[src/rtl/irq_src_ctrl_if.sv]
// Register-bus interface for irq_src_ctrl: single-cycle strobe plus registered read data.
interface irq_src_ctrl_if;
   localparam int unsigned AddrW = 3;
   localparam int unsigned DataW = 32;

   logic             bus_en;
   logic             bus_we;
   logic [AddrW-1:0] bus_addr;
   logic [DataW-1:0] bus_wdata;
   logic [DataW-1:0] bus_rdata;

   modport master (
      output bus_en,
      output bus_we,
      output bus_addr,
      output bus_wdata,
      input  bus_rdata
   );

   modport slave (
      input  bus_en,
      input  bus_we,
      input  bus_addr,
      input  bus_wdata,
      output bus_rdata
   );
endinterface

[src/rtl/irq_src_ctrl.sv]
// irq_src_ctrl: interrupt source controller with pending/enable/edge registers,
// fixed-priority claim/complete handshake and a registered IRQ to the core.
// Optional feature macro: IRQ_SYNC_EN adds a 2-flop synchroniser on every i_src bit.
module irq_src_ctrl #(
   parameter int unsigned NUM_SRC = 8
) (
   input  logic               clk,
   input  logic               rst_n,
   input  logic [NUM_SRC-1:0] i_src,
   irq_src_ctrl_if.slave      bus,
   output logic               o_irq
);

   localparam int unsigned IdW   = 5;
   localparam int unsigned DataW = 32;
   localparam int unsigned AddrW = 3;

   localparam logic [AddrW-1:0] AddrPending  = AddrW'(0);
   localparam logic [AddrW-1:0] AddrEnable   = AddrW'(1);
   localparam logic [AddrW-1:0] AddrEdge     = AddrW'(2);
   localparam logic [AddrW-1:0] AddrClaim    = AddrW'(3);
   localparam logic [AddrW-1:0] AddrComplete = AddrW'(4);

   typedef enum logic [1:0] {
      ST_IDLE    = 2'd0,
      ST_ASSERT  = 2'd1,
      ST_SERVICE = 2'd2
   } state_t;

   state_t             state_q, state_d;
   logic [NUM_SRC-1:0] s_c;
   logic [NUM_SRC-1:0] src_q;
   logic [NUM_SRC-1:0] pend_q, pend_d;
   logic [NUM_SRC-1:0] enable_q;
   logic [NUM_SRC-1:0] edge_q;
   logic [IdW-1:0]     claimed_q;
   logic               irq_d;

   logic               rd_c, wr_c;
   logic [NUM_SRC-1:0] active_c;
   logic [IdW-1:0]     claim_val_c;
   logic               claim_c;
   logic [NUM_SRC-1:0] claim_onehot_c;
   logic [NUM_SRC-1:0] w1c_c;
   logic               complete_c;
   logic [DataW-1:0]   rdata_c;
   logic               unused_wdata_c;

`ifdef IRQ_SYNC_EN
   logic [NUM_SRC-1:0] sync1_q, sync2_q;

   // Two-flop synchroniser for asynchronous interrupt sources.
   always_ff @(posedge clk or negedge rst_n) begin
      if (!rst_n) begin
         sync1_q <= '0;
         sync2_q <= '0;
      end else begin
         sync1_q <= i_src;
         sync2_q <= sync1_q;
      end
   end

   assign s_c = sync2_q;
`else
   assign s_c = i_src;
`endif

   assign rd_c           = bus.bus_en & ~bus.bus_we;
   assign wr_c           = bus.bus_en &  bus.bus_we;
   assign active_c       = pend_q & enable_q;
   assign unused_wdata_c = ^bus.bus_wdata;

   // Fixed priority: lowest index wins, reported as id+1 (0 = nothing active).
   always_comb begin
      claim_val_c = '0;
      for (int i = NUM_SRC - 1; i >= 0; i--) begin
         if (active_c[i]) claim_val_c = IdW'(i + 1);
      end
   end

   assign claim_c        = rd_c && (bus.bus_addr == AddrClaim) &&
                           (state_q == ST_ASSERT) && (claim_val_c != '0);
   assign claim_onehot_c = claim_c ? (NUM_SRC'(1) << (claim_val_c - IdW'(1))) : '0;
   assign w1c_c          = (wr_c && (bus.bus_addr == AddrPending)) ?
                           bus.bus_wdata[NUM_SRC-1:0] : '0;
   assign complete_c     = wr_c && (bus.bus_addr == AddrComplete) &&
                           (bus.bus_wdata[IdW-1:0] == claimed_q);

   // Level bits mirror the source; edge bits set on a rising edge, which beats W1C and claim-clear.
   assign pend_d = (~edge_q & s_c) |
                   ( edge_q & ((pend_q & ~w1c_c & ~claim_onehot_c) | (s_c & ~src_q)));

   // Source sampling, pending latch and the RW configuration registers.
   always_ff @(posedge clk or negedge rst_n) begin
      if (!rst_n) begin
         src_q    <= '0;
         pend_q   <= '0;
         enable_q <= '0;
         edge_q   <= '0;
      end else begin
         src_q  <= s_c;
         pend_q <= pend_d;
         if (wr_c && (bus.bus_addr == AddrEnable)) enable_q <= bus.bus_wdata[NUM_SRC-1:0];
         if (wr_c && (bus.bus_addr == AddrEdge))   edge_q   <= bus.bus_wdata[NUM_SRC-1:0];
      end
   end

   // Remember which source the ISR claimed so COMPLETE can be matched.
   always_ff @(posedge clk or negedge rst_n) begin
      if (!rst_n) begin
         claimed_q <= '0;
      end else if (claim_c) begin
         claimed_q <= claim_val_c;
      end
   end

   // FSM state register and registered IRQ output.
   always_ff @(posedge clk or negedge rst_n) begin
      if (!rst_n) begin
         state_q <= ST_IDLE;
         o_irq   <= 1'b0;
      end else begin
         state_q <= state_d;
         o_irq   <= irq_d;
      end
   end

   // FSM next state; IRQ is high exactly while in ASSERT.
   always_comb begin
      state_d = state_q;
      irq_d   = 1'b0;
      unique case (state_q)
         ST_IDLE: begin
            if (active_c != '0) state_d = ST_ASSERT;
         end
         ST_ASSERT: begin
            if (claim_c)                 state_d = ST_SERVICE;
            else if (active_c == '0)     state_d = ST_IDLE;
         end
         ST_SERVICE: begin
            if (complete_c) state_d = ST_IDLE;
         end
         default: state_d = ST_IDLE;
      endcase
      irq_d = (state_d == ST_ASSERT);
   end

   // Read data mux; unimplemented bits and registers read as zero.
   always_comb begin
      rdata_c = '0;
      unique case (bus.bus_addr)
         AddrPending: rdata_c = DataW'(pend_q);
         AddrEnable:  rdata_c = DataW'(enable_q);
         AddrEdge:    rdata_c = DataW'(edge_q);
         AddrClaim:   rdata_c = DataW'(claim_val_c);
         default:     rdata_c = '0;
      endcase
   end

   // Registered read data, held until the next read.
   always_ff @(posedge clk or negedge rst_n) begin
      if (!rst_n) begin
         bus.bus_rdata <= '0;
      end else if (rd_c) begin
         bus.bus_rdata <= rdata_c;
      end
   end

endmodule

[src/flat_wrapper.sv]
// flat-port wrapper written by rule: the top's interface ports become plain ports
module irq_src_ctrl_flat 
#(
   parameter int unsigned NUM_SRC = 8
)
  (clk, rst_n, i_src, o_irq, bus_bus_en, bus_bus_we, bus_bus_addr, bus_bus_wdata, bus_bus_rdata);
  irq_src_ctrl_if bus_i ();
  input  logic clk;
  input  logic rst_n;
  input  logic [NUM_SRC-1:0] i_src;
  output logic o_irq;
  input wire logic [$bits(bus_i.bus_en)-1:0] bus_bus_en;
  input wire logic [$bits(bus_i.bus_we)-1:0] bus_bus_we;
  input wire logic [$bits(bus_i.bus_addr)-1:0] bus_bus_addr;
  input wire logic [$bits(bus_i.bus_wdata)-1:0] bus_bus_wdata;
  output wire logic [$bits(bus_i.bus_rdata)-1:0] bus_bus_rdata;
  assign bus_i.bus_en = bus_bus_en;
  assign bus_i.bus_we = bus_bus_we;
  assign bus_i.bus_addr = bus_bus_addr;
  assign bus_i.bus_wdata = bus_bus_wdata;
  assign bus_bus_rdata = bus_i.bus_rdata;
  irq_src_ctrl #(.NUM_SRC(NUM_SRC)) u_core (.clk(clk), .rst_n(rst_n), .i_src(i_src), .bus(bus_i), .o_irq(o_irq));
endmodule
[config.mk]
export PLATFORM = sky130hd
export DESIGN_NAME = irq_src_ctrl_flat
export DESIGN_NICKNAME = d
export VERILOG_FILES = /design/src/rtl/irq_src_ctrl_if.sv /design/src/rtl/irq_src_ctrl.sv /design/src/flat_wrapper.sv
export SDC_FILE = /design/constraint.sdc
export NUM_CORES = 1
export LEC_CHECK = 0
export ABC_AREA = 1
export CORE_ASPECT_RATIO = 1.4
export CORE_MARGIN = 2
export CORE_UTILIZATION = 50
export CTS_BUF_LIST = sky130_fd_sc_hd__clkbuf_8 sky130_fd_sc_hd__clkbuf_16
export CTS_CLUSTER_DIAMETER = 150
export CTS_CLUSTER_SIZE = 10
export DETAILED_ROUTE_END_ITERATION = 8
export PLACE_DENSITY_LB_ADDON = 0.25
export SETUP_SLACK_MARGIN = 0.05
export SYNTH_ARGS = -nofsm -noshare
export SYNTH_HDL_FRONTEND = slang
export SYNTH_SLANG_ARGS = --single-unit
[constraint.sdc]
create_clock -name clk -period 3.2 [get_ports clk]
set_input_delay 0.32 -clock clk [delete_from_list [all_inputs] [get_ports clk]]
set_output_delay 0.32 -clock clk [all_outputs]
set_load 0.02 [all_outputs]
Word level (Yosys, flattened, before mapping)

Index checks and enable logic that the tools add are counted.

Bits in registers: 72
Bits of input ports: 47
Output and inout bits: 33
Logic and storage cells: 62

Add/subtract/negate cells: 1
Equality and inequality tests: 8
Shifts and indexed selects: 1
Muxes and demuxes: 16
Bitwise gates (word level): 15
Reductions and logical operators: 13

Operators by type and width:

| kind                  | number |
|---|---|
| $and A8 B8 Y8         | 6 |
| $mux W5               | 7 |
| $not A8 Y8            | 4 |
| $pmux W8 S4           | 1 |
| $mux W8               | 2 |
| $or A8 B8 Y8          | 2 |
| $logic_and A1 B1 Y1   | 8 |
| $logic_not A8 Y1      | 1 |
| $mux W2               | 4 |
| $reduce_bool A8 Y1    | 1 |
| $shl A1 B5 Y8 const A | 1 |
| $eq A3 B2 Y1 const B  | 2 |
| $pmux W2 S3           | 1 |
| $eq A5 B5 Y1          | 1 |
| $reduce_bool A5 Y1    | 1 |
| $sub A5 B1 Y5 const B | 1 |
| $eq A2 B1 Y1 const B  | 2 |
| $mux W4               | 1 |
| $eq A3 B1 Y1 const B  | 1 |
| $eq A3 B3 Y1 const B  | 1 |
| $logic_not A3 Y1      | 1 |
| $and A1 B1 Y1         | 2 |
| $eq A2 B2 Y1 const B  | 1 |
| $logic_not A2 Y1      | 1 |
| $not A1 Y1            | 1 |

Logic depth before layout (Yosys ltp)

Gate-level depths: netlist of the first run.

Word-level depth: 17
Gate-level depth with buffers: 15
Gate-level depth less buffers: 15

Worst setup path before layout of the first run

No wires, ideal clock.

Path type: register -> register
Start: reg u_core.enable_q[5]
End: reg u_core.pend_q[4]
Setup time: 0.117 ns
Data arrival time: 1.649 ns
Data required time: 3.083 ns
Path slack: 1.434 ns
Stages on the path, launching flop included: 16
Path buffers: 0
Period minus slack after synthesis: 1.766 ns
Path through: dfrtp_1 -> nand2_2 -> nand3_1 -> nand2_1 -> nand2_1 -> nand2_1 -> nand2_1 -> nand2_1 -> inv_1 -> ha_1 -> xnor2_2 -> inv_2 -> nor2_4 -> nand2_1 -> nand2_1 -> nand2_1

Longest elaborated chain between the ends: 15
Elaborated cells between the ends (all ways): 17
Classes of those cells: add/sub (1); shift (1); mux (7); bitwise (6); reduce/logical (2)

Ends and longest elaborated chain:

| what                                                 | RTL line                               | text |
|---|---|---|
| start: declaration                                   | irq_src_ctrl.sv:34                     | `logic [NUM_SRC-1:0] enable_q;` |
| start signal: assignment                             | irq_src_ctrl.sv:103                    | `if (wr_c && (bus.bus_addr == AddrEnable)) enable_q <= bus.bus_wdata[NUM_SRC-1:0];` |
| $and A8 B8 Y8 *                                      | irq_src_ctrl.sv:70                     | `assign active_c = pend_q & enable_q;` |
| $mux W5 * (6 in series)                              | irq_src_ctrl.sv:77                     | `if (active_c[i]) claim_val_c = IdW'(i + 1);` |
| $sub A5 B1 Y5 or $reduce_bool A5 Y1 (tied branches)  | irq_src_ctrl.sv:83, irq_src_ctrl.sv:82 |  |
| $shl A1 B5 Y8 or $logic_and A1 B1 Y1 (tied branches) | irq_src_ctrl.sv:83, irq_src_ctrl.sv:82 |  |
| $mux W8 *                                            | irq_src_ctrl.sv:83                     | `assign claim_onehot_c = claim_c ? (NUM_SRC'(1) << (claim_val_c - IdW'(1))) : '0;` |
| $not A8 Y8 *                                         | irq_src_ctrl.sv:91                     | `( edge_q & ((pend_q & ~w1c_c & ~claim_onehot_c) \| (s_c & ~src_q)));` |
| $and A8 B8 Y8 *                                      | irq_src_ctrl.sv:91                     |  |
| $or A8 B8 Y8 *                                       | irq_src_ctrl.sv:91                     |  |
| $and A8 B8 Y8 *                                      | irq_src_ctrl.sv:91                     |  |
| $or A8 B8 Y8 *                                       | irq_src_ctrl.sv:90                     | `assign pend_d = (~edge_q & s_c) \|` |
| named net u_core.pend_d[4]                           | irq_src_ctrl.sv:33                     | `logic [NUM_SRC-1:0] pend_q, pend_d;` |
| end signal: assignment                               | irq_src_ctrl.sv:102                    | `pend_q <= pend_d;` |
| end: declaration                                     | irq_src_ctrl.sv:33                     |  |

Mark *: on every way through the listed nets, which the timed path passes. The rest lies on a longest branch.
A chain may end at the register's enable or synchronous reset.

Final worst setup path of the first run

Start: reg u_core.enable_q[5]
End: reg u_core.pend_q[5]

Same word-level chain as after synthesis.

==> results by group, run 1 <==
Drt
  • Final wirelength: around 5200 um
  • Iter 0 DRT Violations: ~110
  • DRC viols: 0
  • Vias per cell: approximately 5
  • WL per Instance: 12.56 um
  • Vias: around 2100
  • Routed Antenna Nets: 0
  • TritonRoute pass-1 iters: 4

Synthesis
  • EDFF count, synth: 0
  • Ys flop type: dfrtp_1
  • Synth Area per Inst: around 8 um2
  • Mapped Area: ~2500 um2
  • Cell taking the most area after synthesis: dfrtp_1
  • Ys async rst share: 100.0%
  • Seq/Total Area, Yosys: a little under half
  • Count leader, synth: nand2_1
  • Top cell type's share of synthesized area: 46.19%
  • Synth top cells by count: nand2_1, dfrtp_1, buf_4
  • Total number of yosys warnings: 0
  • Area contributors post-synth: dfrtp_1, nand2_1, buf_4
  • Yosys cell types: 29
  • Synth Instances: about 320
  • Register bit count reported by yosys: 47

Critical path
  • Top cell by count, worst path: nand2_1
  • Worst Path Arrival: between 2 and 2.5 ns
  • Crit path kind: reg -> reg
  • Req. time, crit path: between 3 and 4 ns
  • CP Launch Type: register
  • CP max stage delay: just over 0.4 ns
  • Worst-path cell chain: nand2_2 > nand3_1 > nand2_1 > nand2_1 > nand2_1 > nand2_1 > nand2_1 > inv_1 > ha_1 > xnor2_2 > inv_2 > nor2_4 > nand2_1 > nand2_1 > nand2_1
  • Slowest cell on the critical path: dfrtp_1
  • CP Capture Type: register
  • Crit path max fanout: 5
  • Delay-heaviest family, CP: simple AND/OR/NAND/NOR gates
  • CP bufs+invs: 2

Placed design
  • PortBufs: 31
  • Final GP Congestion: ~0.9
  • HPWL Detailed: a little under 4000 um
  • Dpl ws: ~1.1 ns

Clock tree
  • CTS tree: built
  • Post-CTS Setup Bufs: 0
  • CTS resizes: 0
  • CTS Sinks: 47
  • Hold-fix buffers, CTS: 0
  • Clk root buf: clkbuf_8
  • H-tree levels: 2
  • CTS Buf Count: 5
  • Clock transition at path regs: around 0.08 ns
  • Clock tree buffer depth: 2
  • Clk Latency, worst-skew pair: ~0.30 ns

GRT
  • GR peak layer: met2
  • Vias in the first global route: 1908
  • Initial antenna violation count: 0
  • GR Layer Usage met2: 36.08%
  • Gr ovfl total: 0
  • Largest net degree at the start of global routing: 48
  • First-pass GRT wire length: roughly 9000 um
  • Total Routing Usage GR: between 20% and 30%
  • Met3 Usage GRT: under 10%
  • Routing usage on met1: roughly 25%

Pwr
  • Max VDD drop: a little over 0.3 mV
  • Static leakage: approximately 1.5 nW
  • Power Density: around 560 nW/um2

STA
  • Normalized max-slew margin: a little under a third
  • Setup_tns: 0 ns
  • RSZ-0062 raised after global routing: no
  • Final hold violations: 0
  • Setup Viol. Count Final: 0
  • Worst setup margin: 1.190 ns
  • Clock period minus worst slack: between 2 and 2.5 ns
  • Final period util: ~63%
  • F_max: ~500 MHz
  • Layout Skew: between 0.005 and 0.006 ns
  • Worst Max-Slew Pin Slew: a little over 1 ns
  • Count of final max-slew check failures: 0

Floorplan
  • Chip height: roughly 90 um
  • Initial Utilization: 52.18%
  • Area of the die: approximately 5700 um2
  • Site row count: 30
  • Io pins: 80
  • Core area: 4880 um2
  • Chip Width: 64.31 um

Layout
  • Antenna cells: 0
  • Area Growth Syn to Fin: 13.81%
  • Layout cells sized above 1: under 10%
  • Fill count: ~500
  • Nets: ~400
  • Multi-input gate area: roughly 1100 um2
  • Sequential cell area: 1176 um2

Flow run
  • Max Cap Viol: 0

Worst hold path
  • Hold Crit Class: in -> async

Run status
  • Status: finished, final reports clean
## cells by family (layout without fill, tap and decap cells)
family                   after synthesis  in the layout  share of synthesized area [%]
buffers and inverters                 55             67                          12.04
adder cells (fa/ha/maj)                2              2                         0.9826
XOR/XNOR                               2              2                         0.9830
AO/OA/AOI/OAI                         39             39                          8.501
other                                  1             24                         0.1473
flip-flops                            47             47                          46.19
AND/OR/NAND/NOR                      173            173                          31.16
## placed cells by master, fill, tap and decap left out, drive strengths merged
cell type and n:
nand2 137, dfrtp 47, clkdlybuf4s50 30, inv 30
o21ai 25, conb 24, nand3 18, nor2 14
a21oi 11, clkbuf 5, o2111ai 2, ha 2
nor3b 2, xnor2 1, xor2 1, nor4 1
a211oi 1, nor3 1, clkinv 1, buf 1
## stage by stage
step	total power (W)	cell area (um2)	hold WS, ns	utilization (%)	cells
after global routing	0.001749	2898	0.2750	59.38	418
after global placement	0.001293	2816	0.4613	57.72	410
after CTS	0.001645	2898	0.2383	59.38	418
after floorplan	0.001171	2633	0.02441	-	342
after detailed placement	0.001308	2816	0.4651	57.72	410
final	0.001634	2898	0.1951	59.38	418
## path summary, 6_finish.rpt
kind / startpoint / to / slack (ns) / cells after the start
setup / recovery: u_core.enable_q[5] / u_core.pend_q[5] / 1.19 / 15
hold / removal: rst_n / u_core.enable_q[5] / 0.20 / 1
setup reg to reg: u_core.enable_q[5] / u_core.pend_q[5] / 1.19 / 15
hold reg to reg: u_core.bus.bus_rdata[4] / u_core.bus.bus_rdata[4] / 0.48 / 2
max in group asynchronous: rst_n / u_core.enable_q[1] / 2.37 / 1
min in group clk: i_src[6] / u_core.src_q[6] / 0.48 / 1
## cell type report
class | instances | share of cell area, %
Multi-Input combinational cell | 240 | 39.68
Clock inverter | 3 | 0.4318
Inverter | 28 | 3.627
Clock buffer | 5 | 2.375
Timing Repair Buffer | 31 | 10.54
Tap cell | 64 | 2.763
Sequential cell | 47 | 40.59
## power breakdown
group          switching, W  leakage [nW]  internal (W)  total, W
combinational      0.000323         0.832      0.000204  0.000527
clock              0.000189        0.0505      0.000147  0.000336
sequential        0.0000779         0.587      0.000694  0.000772
## flip-flops by register name, indices dropped and copies added (netlist names)
register	cells
u_core.state_q	2
u_core.enable_q	8
u_core.pend_q	8
u_core.claimed_q	4
u_core.o_irq	1
u_core.bus.bus_rdata	8
u_core.edge_q	8
u_core.src_q	8
## layer usage
metal | part of all wire, % | vias up
met1 | 43 | 968
met5 | 0 | -
met4 | 2.1 | 0
li1 | - | 1020
met2 | 50 | 61
met3 | 5.2 | 8
(Power assumes the default switching activity.)
==> inputs of run 2 (changes only) <==
Settings changed: CORE_UTILIZATION 50 to 42.
Clock period 3.2 ns to 1.7 ns, I/O delays scaled along.
==> run 2 against run 1 <==
Compared with the run above: the run now ends with setup timing left; final cell count increased by 12%; die area increased by 18%; non-clock buffer count increased by 45; sequential share of layout area decreased by 6.4 points; worst setup slack got worse by 1.3 ns; fmax increased by 9.4%; utilization decreased by 0.70 points; largest cell class is now multi-input combinational cells; largest power group is now combinational cells; via count increased by 9.3%; clock skew about the same; critical path depth decreased by 2.
==> results by group, run 2 (synthesis results as in run 1) <==
Run status
  • Status: finished, violations left
  • Failing checks: setup timing

Clock tree
  • H-tree levels: 2 (unchanged)
  • Clock transition at path regs: 0.09 ns (about the same)
  • CTS Buf Count: 5 (unchanged)
  • CTS Sinks: 47 (unchanged)
  • Clock tree buffer depth: 2 (unchanged)
  • CTS tree: built
  • Clk Latency, worst-skew pair: 0.31 ns (about the same)
  • Clk root buf: clkbuf_8

GRT
  • Gr ovfl total: 0 (unchanged)
  • Vias in the first global route: 2050 (+7.4%)
  • Total Routing Usage GR: 18.66% (-1.9 points)
  • Initial antenna violation count: 0 (unchanged)
  • First-pass GRT wire length: 9680 um (+9.8%)
  • Largest net degree at the start of global routing: 30 (-38%)

Drt
  • Vias per cell: 4.793 (-2.6%)
  • Routed Antenna Nets: 0 (unchanged)
  • WL per Instance: 13.13 um (+4.6%)
  • Iter 0 DRT Violations: 78 (-31%)
  • DRC viols: 0 (unchanged)
  • TritonRoute pass-1 iters: 4 (unchanged)
  • Final wirelength: 6160 um (+17%)
  • Vias: 2248 (+9.3%)

Critical path
  • CP Capture Type: register
  • Top cell by count, worst path: nand2_1
  • Crit path kind: reg -> reg
  • Worst Path Arrival: 2.04 ns (-0.16 ns)
  • Crit path max fanout: 4 (-1)
  • CP max stage delay: 0.38 ns (-0.03 ns)
  • CP Launch Type: register
  • Worst-path cell chain: nand2_2 > buf_4 > nand2_4 > nand2_2 > a21oi_2 > inv_2 > ha_4 > xnor2_4 > inv_2 > nor2_4 > nand2_1 > nand2_1 > nand2_1
  • Slowest cell on the critical path: dfrtp_1
  • Req. time, crit path: 1.90 ns (-1.49 ns)

STA
  • Final period util: 108.1% (+45 points)
  • Count of final max-slew check failures: 0 (unchanged)
  • RSZ-0062 raised after global routing: yes
  • Setup Viol. Count Final: 6 (+6)
  • Final hold violations: 0 (unchanged)
  • Layout Skew: 0.005224 ns (+0.00003778 ns)
  • Worst setup margin: -0.1380 ns (-1.328 ns)
  • F_max: 544.1 MHz (+9.4%)
  • Setup_tns: -0.6079 ns (-0.6079 ns)
  • Clock period minus worst slack: 1.838 ns (-0.1719 ns)

Floorplan
  • Chip height: 96.13 um (+8.7%)
  • Initial Utilization: 43.43% (-8.8 points)
  • Site row count: 33 (+10%)
  • Area of the die: 6710 um2 (+18%)
  • Io pins: 80 (unchanged)
  • Chip Width: 69.81 um (+8.5%)
  • Core area: 5863 um2 (+20%)

Layout
  • Nets: 447 (+11%)
  • Antenna cells: 0 (unchanged)
  • Most frequent cells in the layout: nand2_1, dfrtp_1, buf_4
  • Commonest non-fill, non-tap cell in the layout: nand2_1
  • Post-route cell area: 3441 um2 (+19%)
  • Layout cells sized above 1: 26.57% (+17 points)
  • Area Growth Syn to Fin: 35.14%

Placed design
  • Final GP Congestion: 0.8750 (-2.4%)
  • HPWL Detailed: 4448 um (+13%)
  • PortBufs: 31 (unchanged)
  • Post-DP Area: 3120 um2 (+11%)

Worst hold path
  • Hold Crit Class: in -> reg

Pwr
  • Max VDD drop: 0.4865 mV (+61%)
  • Overall Power: 0.003802 W (+130%)
  • Static leakage: 1.733 nW (+18%)
  • Power Density: 1105 nW/um2 (+96%)

Flow run
  • Max Cap Viol: 0 (unchanged)
run 2: cell types whose count changed in the layout (fill, tap and decap cells not counted), moves of 4 or more:
cell / previous run / this run
buf_4: 0 / 39
nor2_4: 2 / 7
inv_1: 25 / 21
nor2_1: 10 / 6
nand2_2: 9 / 16
buf_6: 0 / 4
nand2_1: 125 / 116
run 2: power by group:
| group | internal (W) | switching [W] |
|---|---|---|
| Clock | 0.000366 | 0.000379 |
| Sequential | 0.00131 | 0.000139 |
| Combinational | 0.000756 | 0.000857 |
| Total | 0.00243 | 0.00137 |
run 2: per-layer routing:
metal	routed length (um)	GRT usage, %	vias to the layer above
li1	-	-	1113
met3	237	2.513	6
met4	83	7.692	0
met1	2577	22.66	1081
met2	3261	33.41	48
met5	0	0	-
run 2: stage by stage:
step           utilization (%)  worst slack (ns)  hold slack (ns)  cells
4_1_cts                  57.15           -0.1043           0.3179    469
6_report                 58.69           -0.1380           0.3186    469
2_1_floorplan                -           0.05140          -0.1256    342
5_1_grt                  58.69           -0.2257           0.3278    469
3_3_place_gp             53.22           -0.1008           0.1410    450
3_5_place_dp             53.22           -0.1506           0.1457    450
run 2: layout make-up:
cell class,instances,area (um2)
fill,538,2422
multi-input combinational,240,1296
sequential,47,1176
timing repair buffer,76,673.1
inverter,28,107.6
clock buffer,7,96.34
tap,70,87.58
clock inverter,1,3.754
run 2: timing repair:
item,4_1_cts,5_1_grt
endpoints found under the hold margin,18,0
endpoints found under the setup margin,15,16
gates resized for setup,16,22
hold buffers,1,0
pin swaps,13,18
buffers inserted,9,6
gates cloned,1,0
run 2: path summary, 6_finish.rpt:
kind	slack [ns]	cells past startpoint	endpoint	from
setup / recovery	-0.14	13	u_core.pend_q[4]	u_core.enable_q[5]
hold / removal	0.32	1	u_core.src_q[1]	i_src[1]
setup reg to reg	-0.14	13	u_core.pend_q[4]	u_core.enable_q[5]
hold reg to reg	0.48	2	u_core.bus.bus_rdata[6]	u_core.bus.bus_rdata[6]
max in group asynchronous	0.84	3	u_core.claimed_q[0]	rst_n
min in group asynchronous	0.34	2	u_core.enable_q[6]	rst_n
run 2: critical path: cells and delay by family (launching register included):
kind | cells | cell delay [ns]
AO/OA/AOI/OAI | 1 | 0.14
XOR/XNOR | 1 | 0.18
adder cells (fa/ha/maj) | 1 | 0.19
buffers and inverters | 3 | 0.30
flip-flops | 1 | 0.38
AND/OR/NAND/NOR | 7 | 0.56
